## src/rtl/dmem_if.sv

```systemverilog
// Request/response bundle between the core's memory port (master) and the data-memory responder (slave).
interface dmem_if;
  logic        req_valid;
  logic        req_ready;
  logic        req_we;
  logic [31:0] req_addr;
  logic [31:0] req_wdata;
  logic        rsp_valid;
  logic [31:0] rsp_rdata;
  logic        rsp_err;
  logic        busy;

  modport master (
    output req_valid, req_we, req_addr, req_wdata,
    input  req_ready, rsp_valid, rsp_rdata, rsp_err, busy
  );

  modport slave (
    input  req_valid, req_we, req_addr, req_wdata,
    output req_ready, rsp_valid, rsp_rdata, rsp_err, busy
  );
endinterface

```

## src/rtl/dmem_responder.sv

```systemverilog
// Single-outstanding data-memory responder with programmable access latency and a stall line for the core.
// Define DMEM_ALIGN_CHECK_EN to flag misaligned / out-of-range accesses via rsp_err instead of wrapping.
module dmem_responder #(
  parameter int DEPTH   = 64,
  parameter int LATENCY = 2
) (
  input logic   clk,
  input logic   rst,
  dmem_if.slave bus
);
  localparam int DATA_W = 32;
  localparam int IDX_W  = (DEPTH > 1) ? $clog2(DEPTH) : 1;
  localparam int CNT_W  = (LATENCY > 2) ? $clog2(LATENCY) : 1;
  localparam logic [CNT_W-1:0] CNT_LOAD = CNT_W'(LATENCY - 1);

  typedef enum logic [1:0] {S_IDLE, S_WAIT, S_RESP} state_t;

  state_t              r_state;
  logic [CNT_W-1:0]    r_cnt;
  logic                r_rsp_valid;
  logic                r_rsp_err;
  logic [DATA_W-1:0]   r_rsp_rdata;
  logic                r_we_p0;
  logic                r_err_p0;
  logic [IDX_W-1:0]    r_idx_p0;
  logic [DATA_W-1:0]   r_wdata_p0;
  logic [DATA_W-1:0]   r_mem [DEPTH];

  logic                w_accept;
  logic                w_enter_resp;
  logic                w_in_err;
  logic [IDX_W-1:0]    w_in_idx;
  logic                w_acc_we;
  logic                w_acc_err;
  logic [IDX_W-1:0]    w_acc_idx;
  logic [DATA_W-1:0]   w_acc_wdata;
  logic                w_mem_wr;

  assign w_in_idx = bus.req_addr[IDX_W+1:2];

`ifdef DMEM_ALIGN_CHECK_EN
  assign w_in_err = (bus.req_addr[1:0] != 2'b00) || (bus.req_addr >= 32'(DEPTH * 4));
`else
  logic w_unused_addr;
  assign w_in_err      = 1'b0;
  assign w_unused_addr = ^{bus.req_addr[31:IDX_W+2], bus.req_addr[1:0]};
`endif

  assign w_accept     = (r_state == S_IDLE) && bus.req_valid;
  assign w_enter_resp = (LATENCY == 1) ? w_accept
                                       : ((r_state == S_WAIT) && (r_cnt == CNT_W'(1)));

  // With LATENCY==1 the array is accessed on the accept edge, so take the live request.
  assign w_acc_we    = (LATENCY == 1) ? bus.req_we    : r_we_p0;
  assign w_acc_err   = (LATENCY == 1) ? w_in_err      : r_err_p0;
  assign w_acc_idx   = (LATENCY == 1) ? w_in_idx      : r_idx_p0;
  assign w_acc_wdata = (LATENCY == 1) ? bus.req_wdata : r_wdata_p0;
  assign w_mem_wr    = w_enter_resp && w_acc_we && !w_acc_err && !rst;

  // p0: request captured at acceptance
  always_ff @(posedge clk) begin
    if (w_accept) begin
      r_we_p0    <= bus.req_we;
      r_err_p0   <= w_in_err;
      r_idx_p0   <= w_in_idx;
      r_wdata_p0 <= bus.req_wdata;
    end
  end

  always_ff @(posedge clk) begin
    if (w_mem_wr) r_mem[w_acc_idx] <= w_acc_wdata;
  end

  // p1: control FSM and response registers, loaded on the edge entering RESP
  always_ff @(posedge clk) begin
    if (rst) begin
      r_state     <= S_IDLE;
      r_cnt       <= '0;
      r_rsp_valid <= 1'b0;
      r_rsp_err   <= 1'b0;
      r_rsp_rdata <= '0;
    end else begin
      r_rsp_valid <= 1'b0;
      case (r_state)
        S_IDLE: begin
          if (bus.req_valid) begin
            r_cnt   <= CNT_LOAD;
            r_state <= (LATENCY == 1) ? S_RESP : S_WAIT;
          end
        end
        S_WAIT: begin
          r_cnt <= r_cnt - CNT_W'(1);
          if (r_cnt == CNT_W'(1)) r_state <= S_RESP;
        end
        S_RESP:  r_state <= S_IDLE;
        default: r_state <= S_IDLE;
      endcase
      if (w_enter_resp) begin
        r_rsp_valid <= 1'b1;
        r_rsp_err   <= w_acc_err;
        r_rsp_rdata <= (w_acc_we || w_acc_err) ? '0 : r_mem[w_acc_idx];
      end
    end
  end

  assign bus.req_ready = (r_state == S_IDLE);
  assign bus.busy      = (r_state == S_WAIT) || ((r_state == S_IDLE) && bus.req_valid);
  assign bus.rsp_valid = r_rsp_valid;
  assign bus.rsp_err   = r_rsp_err;
  assign bus.rsp_rdata = r_rsp_rdata;
endmodule

```

## src/flat_wrapper.sv

```systemverilog
// flat-port wrapper written by rule: the top's interface ports become plain ports
module dmem_responder_flat 
#(
  parameter int DEPTH   = 64,
  parameter int LATENCY = 2
)
  (clk, rst, bus_req_valid, bus_req_we, bus_req_addr, bus_req_wdata, bus_req_ready, bus_rsp_valid, bus_rsp_rdata, bus_rsp_err, bus_busy);
  dmem_if bus_i ();
  input logic clk;
  input logic rst;
  input wire logic [$bits(bus_i.req_valid)-1:0] bus_req_valid;
  input wire logic [$bits(bus_i.req_we)-1:0] bus_req_we;
  input wire logic [$bits(bus_i.req_addr)-1:0] bus_req_addr;
  input wire logic [$bits(bus_i.req_wdata)-1:0] bus_req_wdata;
  output wire logic [$bits(bus_i.req_ready)-1:0] bus_req_ready;
  output wire logic [$bits(bus_i.rsp_valid)-1:0] bus_rsp_valid;
  output wire logic [$bits(bus_i.rsp_rdata)-1:0] bus_rsp_rdata;
  output wire logic [$bits(bus_i.rsp_err)-1:0] bus_rsp_err;
  output wire logic [$bits(bus_i.busy)-1:0] bus_busy;
  assign bus_i.req_valid = bus_req_valid;
  assign bus_i.req_we = bus_req_we;
  assign bus_i.req_addr = bus_req_addr;
  assign bus_i.req_wdata = bus_req_wdata;
  assign bus_req_ready = bus_i.req_ready;
  assign bus_rsp_valid = bus_i.rsp_valid;
  assign bus_rsp_rdata = bus_i.rsp_rdata;
  assign bus_rsp_err = bus_i.rsp_err;
  assign bus_busy = bus_i.busy;
  dmem_responder #(.DEPTH(DEPTH), .LATENCY(LATENCY)) u_core (.clk(clk), .rst(rst), .bus(bus_i));
endmodule
```

## config.mk

```make
export PLATFORM = sky130hd
export DESIGN_NAME = dmem_responder_flat
export DESIGN_NICKNAME = d
export VERILOG_FILES = /design/src/rtl/dmem_if.sv /design/src/rtl/dmem_responder.sv /design/src/flat_wrapper.sv
export SDC_FILE = /design/constraint.sdc
export NUM_CORES = 2
export LEC_CHECK = 0
export BUFFER_PORTS_ARGS = -buffer_cell sky130_fd_sc_hd__buf_2
export CORE_ASPECT_RATIO = 1.4
export CORE_MARGIN = 1.5
export CORE_UTILIZATION = 35
export DETAILED_ROUTE_END_ITERATION = 6
export PLACE_DENSITY = 0.58
export SLEW_MARGIN = 20
export SYNTH_ARGS = -nofsm -noshare
export SYNTH_HDL_FRONTEND = slang
export SYNTH_SLANG_ARGS = --single-unit
export TNS_END_PERCENT = 1
```

## constraint.sdc

```tcl
create_clock -name clk -period 7.92 [get_ports clk]
set_input_delay 0.792 -clock clk [delete_from_list [all_inputs] [get_ports clk]]
set_output_delay 0.792 -clock clk [all_outputs]
set_load 0.005 [all_outputs]
```

Yosys cells after proc, flatten, opt, wreduce, memory -nomap -nowiden:

Memory sizes are Yosys's and may differ from the RTL's. A register that Yosys moved wholly into a read port is not among the register bits.
Index checks and enable logic that the tools add are counted.

* word-level logic and storage cells: 32
* memories kept: 1
* memory bits (writable): 2048
* output and inout bits: 36
* register bits after elaboration: 75
* input port bits: 68

* equality and inequality tests: 3
* reductions and logical operators: 10
* $add $sub $neg: 1
* multiplexer cells: 10

Memory list
* u_core.r_mem: depth 64, width 32, rd ports 1, clocked after memory_dff 1, write ports 1, line dmem_responder.sv:27 `logic [DATA_W-1:0] r_mem [DEPTH];`

Operator list (count)
* 32-bit 2-to-1 mux: 1
* 6-bit 2-to-1 mux: 1
* 1-bit logical AND: 4
* 1-bit 2-to-1 mux: 4
* 2-bit 2-to-1 mux: 2
* 2-bit one-hot mux with 2 select lines: 1
* 2-bit AND reduction: 2
* 2-bit by 1-bit == test with 1-bit output, second input constant: 1
* 2-bit logical NOT: 1
* 2-bit by 1-bit != test with 1-bit output, second input constant: 1
* 2-bit != test, second input constant: 1
* 1-bit one-hot mux with 2 select lines: 1
* 2-bit nonzero test: 1
* 1-bit logical NOT: 1
* 1-bit logical OR: 1
* 1-bit subtractor, second input constant: 1

Longest topological paths before layout:

* word-level depth: 6
* gate-level depth with buffers: 11
* mapped depth without buffers: 6

Worst setup path after synthesis:

OpenSTA, ideal clock, no wires.

* kind: in2reg
* start point: input rst
* end point: memory u_core.r_mem[31][0] (enable)
* setup time: 421 ps
* data required time: 7499 ps
* arrival time: 3091 ps
* cell stages on the path: 6
* path buffers: 1
* setup slack: 4408 ps
* cells stage by stage: nand4bb_1 > inv_1 > and3_1 > clkbuf_1 > nand3_1 > nor2_1

* longest elaborated chain between the ends: 4

RTL lines
* start, declared: line flat_wrapper.sv:10 `input logic rst;`
* 1-bit logical NOT: line dmem_responder.sv:58 `assign w_mem_wr = w_enter_resp && w_acc_we && !w_acc_err && !rst;`
* 1-bit logical AND: line dmem_responder.sv:58
* 1-bit 2-to-1 mux: line dmem_responder.sv:71 `if (w_mem_wr) r_mem[w_acc_idx] <= w_acc_wdata;`
* 1-bit 2-to-1 mux (not written as such): line dmem_responder.sv:71
* end, declared: line dmem_responder.sv:27

No other way between the ends.

Worst setup path in the final report:

* start point: register u_core.r_state[1]
* end point: memory u_core.r_mem[4][26] (enable)

* longest elaborated chain between the ends: 6

RTL lines
* start, declared: line dmem_responder.sv:18 `state_t r_state;`
* start signal, assigned: line dmem_responder.sv:88 `r_state <= (LATENCY == 1) ? S_RESP : S_WAIT;`
* 2-bit by 1-bit == test with 1-bit output: line dmem_responder.sv:51 `: ((r_state == S_WAIT) && (r_cnt == CNT_W'(1)));`
* 1-bit logical AND: line dmem_responder.sv:51
* 1-bit logical AND (2 in a row): line dmem_responder.sv:58
* 1-bit 2-to-1 mux: line dmem_responder.sv:71
* 1-bit 2-to-1 mux (not written as such): line dmem_responder.sv:71

No other way between the ends.

==> flow_summary_export.csv <==
group,metric,value,unit
critical_path,crit_fanout,17,
timing,fin_tns_setup,0,ns
timing,grt_setup_unrepaired,"no",
clocking,cts_setup_buffers,0,
clocking,clock-sinks,2129,
logic_synthesis,seq_area_frac_synth,78.3,%
placed_design,gp_congestion,0.793,
global_route,grt_max_degree,110,
run_status,status,"complete, no violations",
pwr,p_per_area,255,nW/um^2
critical_path,critPathCaptureType,"register",
logic_synthesis,syn_area,81100,sq um
timing,period_share,55.0,%
die,start_util,35.1,%
clocking,ctsResizeCount,0,
global_route,grt_pass1_wl,315,mm
placed_design,io_buffers,76,
critical_path,worstSetupPathType,"register to register",
logic_synthesis,synth_ff_type,"edfxtp_1",
clocking,cts_max_path_buffers,4,
placed_design,place_hpwl,127,mm
global_route,gr-usage-met1,23.8,%
logic_synthesis,yosysWarningCount,0,
die,die_w,410,microns
clocking,worstSkewPairLatency,0.84,ns
drt,vias,39100,
clocking,clk_pin_slew_worst_paths,0.07,ns
drt,detail_route.wirelength,227,mm
drt,first_pass_iters,5,
drt,first_iter_violations,4404,
logic_synthesis,synth_cells,3666,
logic_synthesis,synth-edff-count,2087,
global_route,grt_pass1_vias,40400,
die,rows,209,
logic_synthesis,syn_nets,3734,
timing,slew_headroom,23.5,%
layout,fin_nets,3963,
job,maxCapViolCount,0,
global_route,grtUsageMet3,2.43,%
clocking,numCtsBuffers,197,
critical_path,cp.required,8.38,ns
die,ios,104,
timing,skew,0.0564,ns
global_route,grtUsageMet2,33.9,%
global_route,grt.overflow.total,0,
drt,via_per_inst,5.51,
die,dieArea,235000,sq um
clocking,clockRootBuffer,"clkbuf_16",
logic_synthesis,synthArstFlopShare,0,%
global_route,antenna_found_initial,12,
critical_path,start_kind,"register",
critical_path,arrival,4.81,ns
clocking,cts_hold_buf,0,
layout,area_growth,13.4,%
timing,finalSetupViolCount,0,
die,coreArea,231000,sq um
die,dieHeight,573,microns
timing,final_hold_viol_count,0,
logic_synthesis,ys_ff_latch,2129,
logic_synthesis,synth_cell_type_count,67,
drt,detail-route-antenna-nets,0,
global_route,busiest_layer,"met2",
clocking,cts_tree,"done",
placed_design,placed_cell_area,86000,sq um
logic_synthesis,avgSynthCellArea,22.1,sq um
clocking,h-tree-depth,4,
pwr,peakVddDrop,0.000147,V
layout,final.fill_count,20300,
global_route,grt_usage,19.1,%
drt,wl_per_cell,31.9,microns
layout,fin_area,92000,sq um
timing,min_period,4.36,ns
layout,drive_gt1_share,27.2,%
drt,drcViolationCount,0,
timing,worst_pin_slew,1.14,ns
worst_hold_path,hold_class,"primary input to register",
timing,fmax,229,MHz
timing,final-max-slew-violation-count,0,
pwr,leakage,0.0285,uW
==> final timing paths <==
path,cells after the start,from,slack [ns],endpoint
worst max-delay path,7,u_core.r_state[1],3.56,u_core.r_mem[4][26]
worst min-delay path,1,bus_req_wdata[14],0.14,u_core.r_wdata_p0[14]
worst max register to register,7,u_core.r_state[1],3.56,u_core.r_mem[4][26]
worst min register to register,1,u_core.bus.rsp_rdata[18],0.48,u_core.bus.rsp_rdata[18]
==> power by group <==
group / switching [uW] / internal (uW) / total (uW)
sequential: 61.7 / 12400 / 12500
combinational: 1130 / 688 / 1810
clock: 4070 / 5050 / 9120
total: 5260 / 18200 / 23400
==> layout by cell type (no fill, tap or decap), types with 11 or more instances in the layout <==
cell type / Yosys / routed
mux2i_1: 150 / 150
nor2_1: 112 / 48
clkinv_2: 0 / 27
buf_4: 46 / 147
clkinv_1: 2 / 37
clkbuf_1: 61 / 54
dfxtp_1: 42 / 37
o21ai_0: 26 / 25
nand3b_1: 11 / 11
nand3_1: 30 / 30
o211ai_1: 22 / 22
nand2_1: 128 / 128
bufinv_16: 0 / 11
nand2b_1: 17 / 17
buf_2: 60 / 76
nor3_1: 34 / 32
o22ai_1: 43 / 43
mux2_2: 47 / 47
edfxtp_1: 2087 / 2087
a211oi_1: 17 / 17
a22oi_1: 30 / 30
clkbuf_16: 0 / 198
nor2b_1: 15 / 14
nor2_4: 0 / 64
mux4_2: 477 / 477
a21oi_1: 26 / 26
==> registers in the layout (all words and copies together) (netlist names), named ones only <==
register / cells
u_core.bus.rsp_rdata: 32
u_core.bus.rsp_valid: 1
u_core.r_cnt: 1
u_core.r_idx_p0: 6
u_core.r_mem: 2048
u_core.r_state: 2
u_core.r_wdata_p0: 32
u_core.r_we_p0: 1
==> critical path: stages, from the launching register on <==
cell and delay, ns:
dfxtp_1 0.42, nand4bb_1 0.59, inv_1 0.40, nand2_1 0.09
nor2_1 0.23, nand3b_1 0.71, nor2_4 0.96, buf_4 0.50
==> layer usage <==
| layer | wire length (microns) | part of all wire [%] |
|---|---|---|
| met4 | 8060 | 3.5 |
| met2 | 119000 | 52 |
| met3 | 12900 | 5.7 |
| met5 | 31 | 0.014 |
| met1 | 87000 | 38 |
==> cell type report <==
cell class                 instances  area (sq um)  share of cell area [%]
tap                             3059          3830                    4.16
clock inverter                    87           713                   0.775
inverter                           7          28.8                  0.0313
sequential                      2129         63500                    69.0
antenna                            3          7.51                 0.00816
clock buffer                     262          5300                    5.75
multi-input combinational       1330         17000                    18.5
timing repair buffer             230          1620                    1.76
==> cells in the mapped netlist (4+ instances only) <==
cell type,n,share of area (%)
nor4_1,5,0.039
inv_1,4,0.018
nand4_1,6,0.046
a22oi_1,30,0.28
and3_1,10,0.077
buf_2,60,0.37
o211ai_1,22,0.20
a211oi_1,17,0.16
nand3_1,30,0.19
o21ai_0,26,0.16
a2111oi_0,8,0.086
a221o_1,10,0.12
mux4_2,477,13
o221ai_1,10,0.11
buf_6,15,0.21
nor2b_1,15,0.12
a32o_1,5,0.062
nand2b_1,17,0.13
edfxtp_1,2087,77
clkbuf_1,61,0.28
o2111ai_1,4,0.043
a221oi_1,6,0.065
mux2_2,47,0.65
a31oi_1,9,0.069
mux2i_1,150,1.9
or4_1,4,0.037
a32oi_1,5,0.054
and2_1,8,0.062
nand3b_1,11,0.10
o32ai_1,4,0.043
nor2_1,112,0.52
o22ai_1,43,0.33
buf_4,46,0.43
nor3_1,34,0.21
o31ai_1,5,0.046
a21oi_1,26,0.16
nand2_1,128,0.59
or2_2,5,0.039
buf_1,17,0.079
dfxtp_1,42,1.0
==> through the flow <==
step | util, % | cells | power (uW) | setup slack (ns) | hold slack, ns
2_1_floorplan | - | 3666 | 13900 | 4.41 | 0.449
3_3_place_gp | 37.2 | 6755 | 14600 | 3.16 | 0.455
3_5_place_dp | 37.2 | 6755 | 14600 | 3.16 | 0.461
4_1_cts | 39.9 | 7104 | 23600 | 3.64 | 0.0899
5_1_grt | 39.9 | 7105 | 24100 | 3.39 | 0.110
6_report | 39.9 | 7107 | 23400 | 3.56 | 0.141
==> cells by family after synthesis <==
kind of cell / synth area share [%]
AOI/OAI and AO/OA: 2.29
buffers and inverters: 1.42
DFF: 78.3
muxes: 15.7
other: 0.00462
and+or+nand+nor: 2.28
Power figures use the tool's default switching activity.
